File: src/rtl/score4_pkg.sv
// score4_pkg: shared constants and types for the Score 4 (Connect Four) game.
//   NUM_COLS / NUM_ROWS / MAX_MOVES : board geometry and move limit
//   CELL_* : two-bit cell encodings stored in the panel
//   panel_t: board[col][row], row 0 is the bottom row
//   state_t: game sequencer states
package score4_pkg;

  localparam int NUM_COLS  = 7;
  localparam int NUM_ROWS  = 6;
  localparam int MAX_MOVES = 42;

  typedef logic [1:0] cell_t;
  typedef cell_t [NUM_COLS-1:0][NUM_ROWS-1:0] panel_t;
  typedef logic [2:0] col_t;
  typedef logic [2:0] height_t;

  localparam cell_t CELL_EMPTY = 2'b00;
  localparam cell_t CELL_P0    = 2'b01;
  localparam cell_t CELL_P1    = 2'b10;

  typedef enum logic [1:0] {
    S_WAIT_MOVE = 2'd0,
    S_CHECK     = 2'd1,
    S_GAME_OVER = 2'd2
  } state_t;

endpackage

File: src/rtl/score4_game_ctrl_find_winner.sv
// find_winner: combinational four-in-a-line detector.
//   panel  : current board
//   turn   : player to move next; the player tested is the one who just
//            moved, i.e. ~turn
//   exists : a horizontal, vertical or diagonal line of four exists for
//            the tested player
//   winner : the tested player (~turn)
module find_winner
  import score4_pkg::*;
(
  input  panel_t panel,
  input  logic   turn,
  output logic   exists,
  output logic   winner
);

  cell_t target;

  assign target = turn ? CELL_P0 : CELL_P1;
  assign winner = ~turn;

  always_comb begin
    exists = 1'b0;
    // horizontal
    for (int c = 0; c < NUM_COLS - 3; c++) begin
      for (int r = 0; r < NUM_ROWS; r++) begin
        if (panel[c][r] == target && panel[c+1][r] == target &&
            panel[c+2][r] == target && panel[c+3][r] == target)
          exists = 1'b1;
      end
    end
    // vertical
    for (int c = 0; c < NUM_COLS; c++) begin
      for (int r = 0; r < NUM_ROWS - 3; r++) begin
        if (panel[c][r] == target && panel[c][r+1] == target &&
            panel[c][r+2] == target && panel[c][r+3] == target)
          exists = 1'b1;
      end
    end
    // rising diagonal
    for (int c = 0; c < NUM_COLS - 3; c++) begin
      for (int r = 0; r < NUM_ROWS - 3; r++) begin
        if (panel[c][r] == target && panel[c+1][r+1] == target &&
            panel[c+2][r+2] == target && panel[c+3][r+3] == target)
          exists = 1'b1;
      end
    end
    // falling diagonal
    for (int c = 0; c < NUM_COLS - 3; c++) begin
      for (int r = 3; r < NUM_ROWS; r++) begin
        if (panel[c][r] == target && panel[c+1][r-1] == target &&
            panel[c+2][r-2] == target && panel[c+3][r-3] == target)
          exists = 1'b1;
      end
    end
  end

endmodule

File: src/rtl/score4_game_ctrl.sv
// score4_game_ctrl: sequencer for one Score 4 game on a 7x6 board.
//   clk, rst_n  : clock and asynchronous active-low reset
//   new_game    : synchronous clear of board and state (overrides drops)
//   drop_valid, drop_col, drop_ready : column-drop request handshake
//   move_err    : one-cycle pulse after a handshake with an illegal column
//   panel       : authoritative board register
//   turn        : player to move next
//   move_count  : pieces placed so far (0..42)
//   game_over, winner, draw : registered verdict
module score4_game_ctrl
  import score4_pkg::*;
#(
  parameter logic FIRST_TURN = 1'b0
) (
  input  logic       clk,
  input  logic       rst_n,
  input  logic       new_game,
  input  logic       drop_valid,
  input  logic [2:0] drop_col,
  output logic       drop_ready,
  output logic       move_err,
  output panel_t     panel,
  output logic       turn,
  output logic [5:0] move_count,
  output logic       game_over,
  output logic       winner,
  output logic       draw
);

  state_t                      state, state_next;
  height_t [NUM_COLS-1:0]      height;
  height_t                     sel_height;
  logic                        col_ok;
  logic                        accept;
  logic                        reject;
  logic                        win_exists;
  logic                        win_player;

  find_winner u_find_winner (
    .panel  (panel),
    .turn   (turn),
    .exists (win_exists),
    .winner (win_player)
  );

  assign drop_ready = (state == S_WAIT_MOVE);
  assign game_over  = (state == S_GAME_OVER);

  always_ff @(posedge clk or negedge rst_n) begin
    if (!rst_n) state <= S_WAIT_MOVE;
    else        state <= state_next;
  end

  always_comb begin
    // Column 7 matches no entry, so sel_height stays 0 and col_ok rejects it
    sel_height = '0;
    for (int c = 0; c < NUM_COLS; c++) begin
      if (drop_col == col_t'(c)) sel_height = height[c];
    end
    col_ok     = (drop_col < col_t'(NUM_COLS)) &&
                 (sel_height < height_t'(NUM_ROWS));
    accept     = 1'b0;
    reject     = 1'b0;
    state_next = state;
    case (state)
      S_WAIT_MOVE: begin
        if (drop_valid) begin
          if (col_ok) begin
            accept     = 1'b1;
            state_next = S_CHECK;
          end else begin
            reject = 1'b1;
          end
        end
      end
      S_CHECK: begin
        // A win on the final piece still reaches S_GAME_OVER as a win
        if (win_exists || move_count == 6'(MAX_MOVES))
          state_next = S_GAME_OVER;
        else
          state_next = S_WAIT_MOVE;
      end
      S_GAME_OVER: state_next = S_GAME_OVER;
      default:     state_next = S_WAIT_MOVE;
    endcase
    if (new_game) begin
      state_next = S_WAIT_MOVE;
      accept     = 1'b0;
      reject     = 1'b0;
    end
  end

  always_ff @(posedge clk or negedge rst_n) begin
    if (!rst_n) begin
      panel      <= '0;
      height     <= '0;
      move_count <= '0;
      turn       <= FIRST_TURN;
      winner     <= 1'b0;
      draw       <= 1'b0;
      move_err   <= 1'b0;
    end else begin
      move_err <= reject;
      if (new_game) begin
        panel      <= '0;
        height     <= '0;
        move_count <= '0;
        turn       <= FIRST_TURN;
        winner     <= 1'b0;
        draw       <= 1'b0;
      end else begin
        if (accept) begin
          for (int c = 0; c < NUM_COLS; c++) begin
            if (drop_col == col_t'(c)) begin
              height[c] <= height[c] + height_t'(1);
              for (int r = 0; r < NUM_ROWS; r++) begin
                if (sel_height == height_t'(r))
                  panel[c][r] <= turn ? CELL_P1 : CELL_P0;
              end
            end
          end
          move_count <= move_count + 6'd1;
          turn       <= ~turn;
        end
        if (state == S_CHECK) begin
          if (win_exists) begin
            winner <= win_player;
            draw   <= 1'b0;
          end else if (move_count == 6'(MAX_MOVES)) begin
            draw <= 1'b1;
          end
        end
      end
    end
  end

endmodule

File: config.mk
export PLATFORM = sky130hd
export DESIGN_NAME = score4_game_ctrl
export DESIGN_NICKNAME = d
export VERILOG_FILES = /design/src/rtl/score4_pkg.sv /design/src/rtl/score4_game_ctrl_find_winner.sv /design/src/rtl/score4_game_ctrl.sv
export SDC_FILE = /design/constraint.sdc
export NUM_CORES = 1
export LEC_CHECK = 0
export CORE_MARGIN = 2
export CORE_UTILIZATION = 23
export DETAILED_ROUTE_END_ITERATION = 7
export GPL_ROUTABILITY_DRIVEN = 0
export GPL_TIMING_DRIVEN = 1
export PLACE_DENSITY_LB_ADDON = 0.08
export REMOVE_ABC_BUFFERS = 1
export SYNTH_ARGS = -nofsm -noshare
export SYNTH_HDL_FRONTEND = slang
export SYNTH_SLANG_ARGS = --single-unit
File: constraint.sdc
create_clock -name clk -period 2.69 [get_ports clk]
set_input_delay 0.4035 -clock clk [delete_from_list [all_inputs] [get_ports clk]]
set_output_delay 0.4035 -clock clk [all_outputs]
set_load 0.01 [all_outputs]
# --- Yosys cells after proc, flatten, opt, wreduce, memory -nomap -nowiden ---
# Index checks and enable logic that the tools add are counted.
classes:
  n_addsub: 8
  eq_ne: 58
  n_mux: 126
  bitwise: 1
  n_reduce_logical: 281
  order_cmp: 2
ops:
  columns: ["op", "n"]
  rows:
  - ["logical AND 1 bit", 208]
  - ["2-to-1 mux 84 bit", 2]
  - ["AND reduction 3 bit", 42]
  - ["2-to-1 mux 1 bit", 86]
  - ["equality test 2 bit", 42]
  - ["2-to-1 mux 12 bit", 7]
  - ["2-to-1 mux 21 bit", 2]
  - ["2-to-1 mux 3 bit", 14]
  - ["nonzero test 2 bit", 16]
  - ["2-to-1 mux 2 bit", 12]
  - ["adder 3 x 1 -> 3 bit (second input constant)", 7]
  - ["AND reduction 2 bit", 10]
  - ["equality test 3 bit (second input constant)", 5]
  - ["equality test 3 x 2 -> 1 bit (second input constant)", 4]
  - ["2-to-1 mux 6 bit", 2]
  - ["adder 6 x 1 -> 6 bit (second input constant)", 1]
  - ["equality test 3 x 1 -> 1 bit (second input constant)", 2]
  - ["equality test 6 bit (second input constant)", 1]
  - ["logical NOT 3 bit", 2]
  - ["less-than comparator 3 bit (second input constant)", 2]
  - ["case mux 2 bit (3 select lines)", 1]
  - ["!= test 3 x 2 -> 1 bit (second input constant)", 1]
  - ["!= test 3 bit (second input constant)", 1]
  - ["nonzero test 3 bit", 1]
  - ["5 further kinds", 5]
totals:
  reg_bits: 117
  out_inout_bits: 96
  input_bits: 7

# --- Depth between registers and ports, before layout ---
logic_depth:
  depth_word: 78
  ltp_mapped: 11

# --- Modules after synthesis ---
# Synthesis repeated with hierarchy kept, for this count alone.
unflattened:
  cells_unflattened: 833
  area_unflattened_um2: 8091.5
by_module_without_submodules:
  columns: ["module", "area_per_inst_um2", "instances", "seq_area_each_um2", "cells_per_inst"]
  rows:
  - ["score4_game_ctrl", 6272.3, 1, 2927.8, 570]
  - ["find_winner", 1819.2, 1, 0.0, 263]

# --- Worst setup path after synthesis ---
# Ideal clock, no wire load.
synth_path:
  path_type: "input-to-reg"
  start: "input drop_col[0]"
  end: "register panel[20] (netlist name)"
  setup_time_ns: 0.132
  stages: 10
  arrival_time_ns: 2.368
  required_time_ns: 2.558
  slack_ns: 0.190
  cell_sequence: "buf_6 -> buf_2 -> mux4_2 -> o21ai_1 -> nand2_1 -> a21oi_1 -> buf_2 -> nand2_1 -> mux2i_1 -> nor2_1"
synth_between:
  elab_chain_len: 16
  elab_cells_between_ends: 26
synth_rtl:
  columns: ["element", "line", "rtl"]
  rows:
  - ["from (decl)", "score4_game_ctrl.sv:19", "input logic [2:0] drop_col,"]
  - ["logical NOT 3 bit", "score4_game_ctrl.sv:58", "if (drop_col == col_t'(c)) sel_height = height[c];"]
  - ["2-to-1 mux 3 bit (7 in a row)", "score4_game_ctrl.sv:58", null]
  - ["less-than comparator 3 bit", "score4_game_ctrl.sv:61", "(sel_height < height_t'(NUM_ROWS));"]
  - ["logical AND 1 bit", "score4_game_ctrl.sv:60", "col_ok = (drop_col < col_t'(NUM_COLS)) &&"]
  - ["2-to-1 mux 1 bit", "score4_game_ctrl.sv:68", "if (col_ok) begin"]
  - ["2-to-1 mux 1 bit", "score4_game_ctrl.sv:67", "if (drop_valid) begin"]
  - ["2-to-1 mux 1 bit", "score4_game_ctrl.sv:65", "case (state)"]
  - ["2-to-1 mux 1 bit", "score4_game_ctrl.sv:86", "if (new_game) begin"]
  - ["nonzero test 2 bit (no line)", null, null]
  - ["AND reduction 3 bit (no line) (*)", null, null]
# Mark *: on every way between the ends. The rest lies on a longest branch, timed or not.
# A chain may end at the register's enable or synchronous reset.

# --- Worst setup path in the final report ---
layout_path:
  start: "register turn"
  end: "register winner"
layout_between:
  elab_chain_len: 76
  elab_cells_between_ends: 325
layout_rtl:
  columns: ["element", "line", "rtl"]
  rows:
  - ["from (decl)", "score4_game_ctrl.sv:23", "output logic turn,"]
  - ["from (signal assigned)", "score4_game_ctrl.sv:123", "turn <= ~turn;"]
  - ["2-to-1 mux 2 bit", "score4_game_ctrl_find_winner.sv:19", "assign target = turn ? CELL_P0 : CELL_P1;"]
  - ["equality test 2 bit", "score4_game_ctrl_find_winner.sv:27, score4_game_ctrl_find_winner.sv:35, score4_game_ctrl_find_winner.sv:43", null]
  - ["logical AND 1 bit (2 in a row)", "score4_game_ctrl_find_winner.sv:27", "if (panel[c][r] == target && panel[c+1][r] == target &&"]
  - ["logical AND 1 bit", "score4_game_ctrl_find_winner.sv:28", "panel[c+2][r] == target && panel[c+3][r] == target)"]
  - ["2-to-1 mux 1 bit (24 in a row)", "score4_game_ctrl_find_winner.sv:27", null]
  - ["2-to-1 mux 1 bit (21 in a row)", "score4_game_ctrl_find_winner.sv:35", "if (panel[c][r] == target && panel[c][r+1] == target &&"]
  - ["2-to-1 mux 1 bit (12 in a row)", "score4_game_ctrl_find_winner.sv:43", "if (panel[c][r] == target && panel[c+1][r+1] == target &&"]
  - ["2-to-1 mux 1 bit (12 in a row)", "score4_game_ctrl_find_winner.sv:51", "if (panel[c][r] == target && panel[c+1][r-1] == target &&"]
  - ["nonzero test 2 bit (no line)", null, null]
  - ["AND reduction 2 bit (no line)", null, null]
  - ["to (signal assigned)", "score4_game_ctrl.sv:127", "winner <= win_player;"]
  - ["to (decl)", "score4_game_ctrl.sv:26", "output logic winner,"]
# Parallel ways exist; a longest one is shown, timed or not. The select of a mux whose other input is x is not followed.

==> flow_summary.toml <==
[sta]
finalSetupViolCount = 0
slew_headroom = 0.539
hold_violations = 0
maxClockFrequency_mhz = 375
post-route-period-util = 0.991
grt_setup_unrepaired = "true"
drv_slew = 0
fin_crit_ns = 2.66
worst_pin_slew_ns = 0.692
tns_ns = 0
finClkSkew_ns = 0.0117
hold_ws_ns = 0.0818

[synth]
netlist_area_mm2 = 0.00733
synth-seq-area-share = 0.399
netlist.area_leader.share = 0.399
async_reset_ff_frac = 1.00
yosys-top-cells-area = "dfrtp_1 (40%), mux2i_1 (7.4%), nand2b_1 (5.5%)"
netlist_instances = 842
synth_enable_flop_cells = 0
ys_top_cells_by_count = "dfrtp_1 (117), nand2_1 (102), nor2_1 (92)"
syn-mean-instance-area_um2 = 8.71
yosysMostFrequentCell = "dfrtp_1"
synth_top_area_cell = "dfrtp_1"
synth_seq_cells = 117
ys_warn_count = 0
synthDistinctLibCells = 66
synth-main-ff-cell = "dfrtp_1"

[clocking]
cts_buffer_depth = 2
clockRootBuffer = "clkbuf_16"
path_clk_slew_ns = 0.06
clock_latency_ns = 0.43
ctsHoldBuffers = 0
cts_num_sinks = 117
cts_tree = "done"
cts_buffers = 17
h-tree-depth = 4

[layout]
fin_cells = 1469
fillers = 3279
regArea_mm2 = 0.00293
syn2layout_area_growth_pct = 45.2
utilization = 0.338
num_antenna_cells = 0
final_nets = 1070
multiInputGateArea_mm2 = 0.00432
layout-drive-gt1-share = 0.221

[grt]
grt_pass1_wl_mm = 45.3
antenna_found_initial = 1
grt_pass1_vias = 7243
grt_max_degree = 118
grt_overflow_total = 0
grt_usage = 0.181

[power]
p_per_area_mw_per_mm2 = 452
peakVddDrop_mv = 0.383
p_total_uw = 4820
p_leak_uw = 0.00434

[worst_setup_path]
cp.required_ns = 3.03
critPathMostFrequentCell = "buf_4"
slowest_stage = "dfrtp_4"
cpPeakStageDelay_ns = 0.54
crit_path_end_kind = "register"
worst-path-max-fanout = 8
crit_arrival_ns = 3.01
crit_type = "register to register"
critical_path.cell_chain = "clkbuf_16 -> buf_4 -> nor3_1 -> a31oi_1 -> a32o_1 -> a2111oi_2 -> nand4_1 -> buf_4 -> or3_1 -> o2111ai_1"
start_kind = "register"

[worst_hold_path]
hp-class = "input pin to async pin"

[floorplan]
io_pins = 103
coreArea_mm2 = 0.0315
dieArea_mm2 = 0.0333
die_w_um = 183
rows = 65
die_h_um = 183
start_util = 0.233

[placed_design]
port_buffers = 102
placed_cells = 1426
hpwl_mm = 22.1

[flow_run]
maxCapViolCount = 0

[routing]
wl_per_cell_um = 20.1
drcViolationCount = 0
vias = 7108
dr.pass1.iters = 5
ant_nets = 0
drt_iter0_markers = 408
viasPerCell = 4.84
wirelength_mm = 29.6

[run_status]
status = "finished, final reports clean"
path summary, 6_finish.rpt:
check	from	to	slack [ns]	cells past startpoint
setup / recovery	turn	winner	0.03	10
hold reg to reg	height[2]	height[2]	0.55	2
setup reg to reg	turn	winner	0.03	10
min in group clk	new_game	move_count[4]	0.33	2
hold / removal	rst_n	panel[80]	0.08	2
max in group asynchronous	rst_n	turn	2.04	2
metrics by stage:
| step | cell area (µm²) | setup slack, ns |
|---|---|---|
| after CTS | 10400 | 0.00601 |
| after floorplan | 7100 | -2.40 |
| after global routing | 10700 | -0.0597 |
| after detailed placement | 9740 | -0.507 |
| final | 10700 | 0.0252 |
| after global placement | 9740 | -0.433 |
cells in the final DEF (no fill, tap or decap), drive strengths merged, types with 3 or more instances in the layout:
master / synthesis / routed
a211oi: 8 / 8
a21oi: 74 / 74
a22o: 3 / 3
a22oi: 5 / 5
a31oi: 4 / 4
and2: 6 / 6
buf: 27 / 141
clkbuf: 23 / 24
clkdlybuf4s50: 0 / 100
clkinv: 1 / 3
clkinvlp: 0 / 5
dfrtp: 117 / 117
ha: 9 / 9
inv: 7 / 8
mux2i: 54 / 54
nand2: 102 / 102
nand2b: 65 / 65
nand3: 39 / 39
nand3b: 21 / 21
nand4: 10 / 10
nor2: 94 / 94
nor2b: 14 / 14
nor3: 10 / 10
nor3b: 3 / 3
nor4: 8 / 8
nor4b: 3 / 3
o21ai: 25 / 25
o22ai: 34 / 34
o311ai: 3 / 3
o31ai: 3 / 3
or2: 4 / 4
or3b: 14 / 14
xnor2: 9 / 9
xor2: 11 / 11
state kept, by name (all words and copies together), names as in the netlist:
name        flops
panel          84
height         21
move_count      6
state           2
draw            1
move_err        1
turn            1
winner          1
layout make-up:
cell class	instances	area share
inverter	8	0.00329
sequential	117	0.275
clock buffer	22	0.0464
timing repair buffer	243	0.211
clock inverter	10	0.0113
multi-input combinational	667	0.406
tap	402	0.0472
what timing repair did:
action                     CTS  global route
pin swaps                    5            13
resized for setup           11            26
setup endpoints to repair    7            37
setup buffers                1             8
gates cloned                 0             2
per-layer routing:
layer  up-vias  wire length [µm]  GRT usage
met5         -                 0          0
met4         0               512     0.0426
met3        33               957     0.0249
met2       148             14600      0.311
met1      3479             13500      0.240
li1       3448                 -          -
critical path: cells and delay by family, from the launching register on:
kind,cells,cell delay (ns)
buf+inv,3,0.52
compound gates,4,0.86
flops,1,0.54
simple gates,3,0.66
power breakdown:
part	internal, µW	switching (µW)	leakage, µW
Combinational	237	358	0.00243
Sequential	1780	24.2	0.00163
Clock	1490	931	0.000287
cells by family after synthesis:
group           share of synthesized area
mux                                0.0798
flops                               0.399
compound gates                      0.154
simple gates                        0.291
xor+xnor                           0.0239
buf+inv                            0.0360
fa+ha+maj                          0.0154
Power figures use the tool's default switching activity.
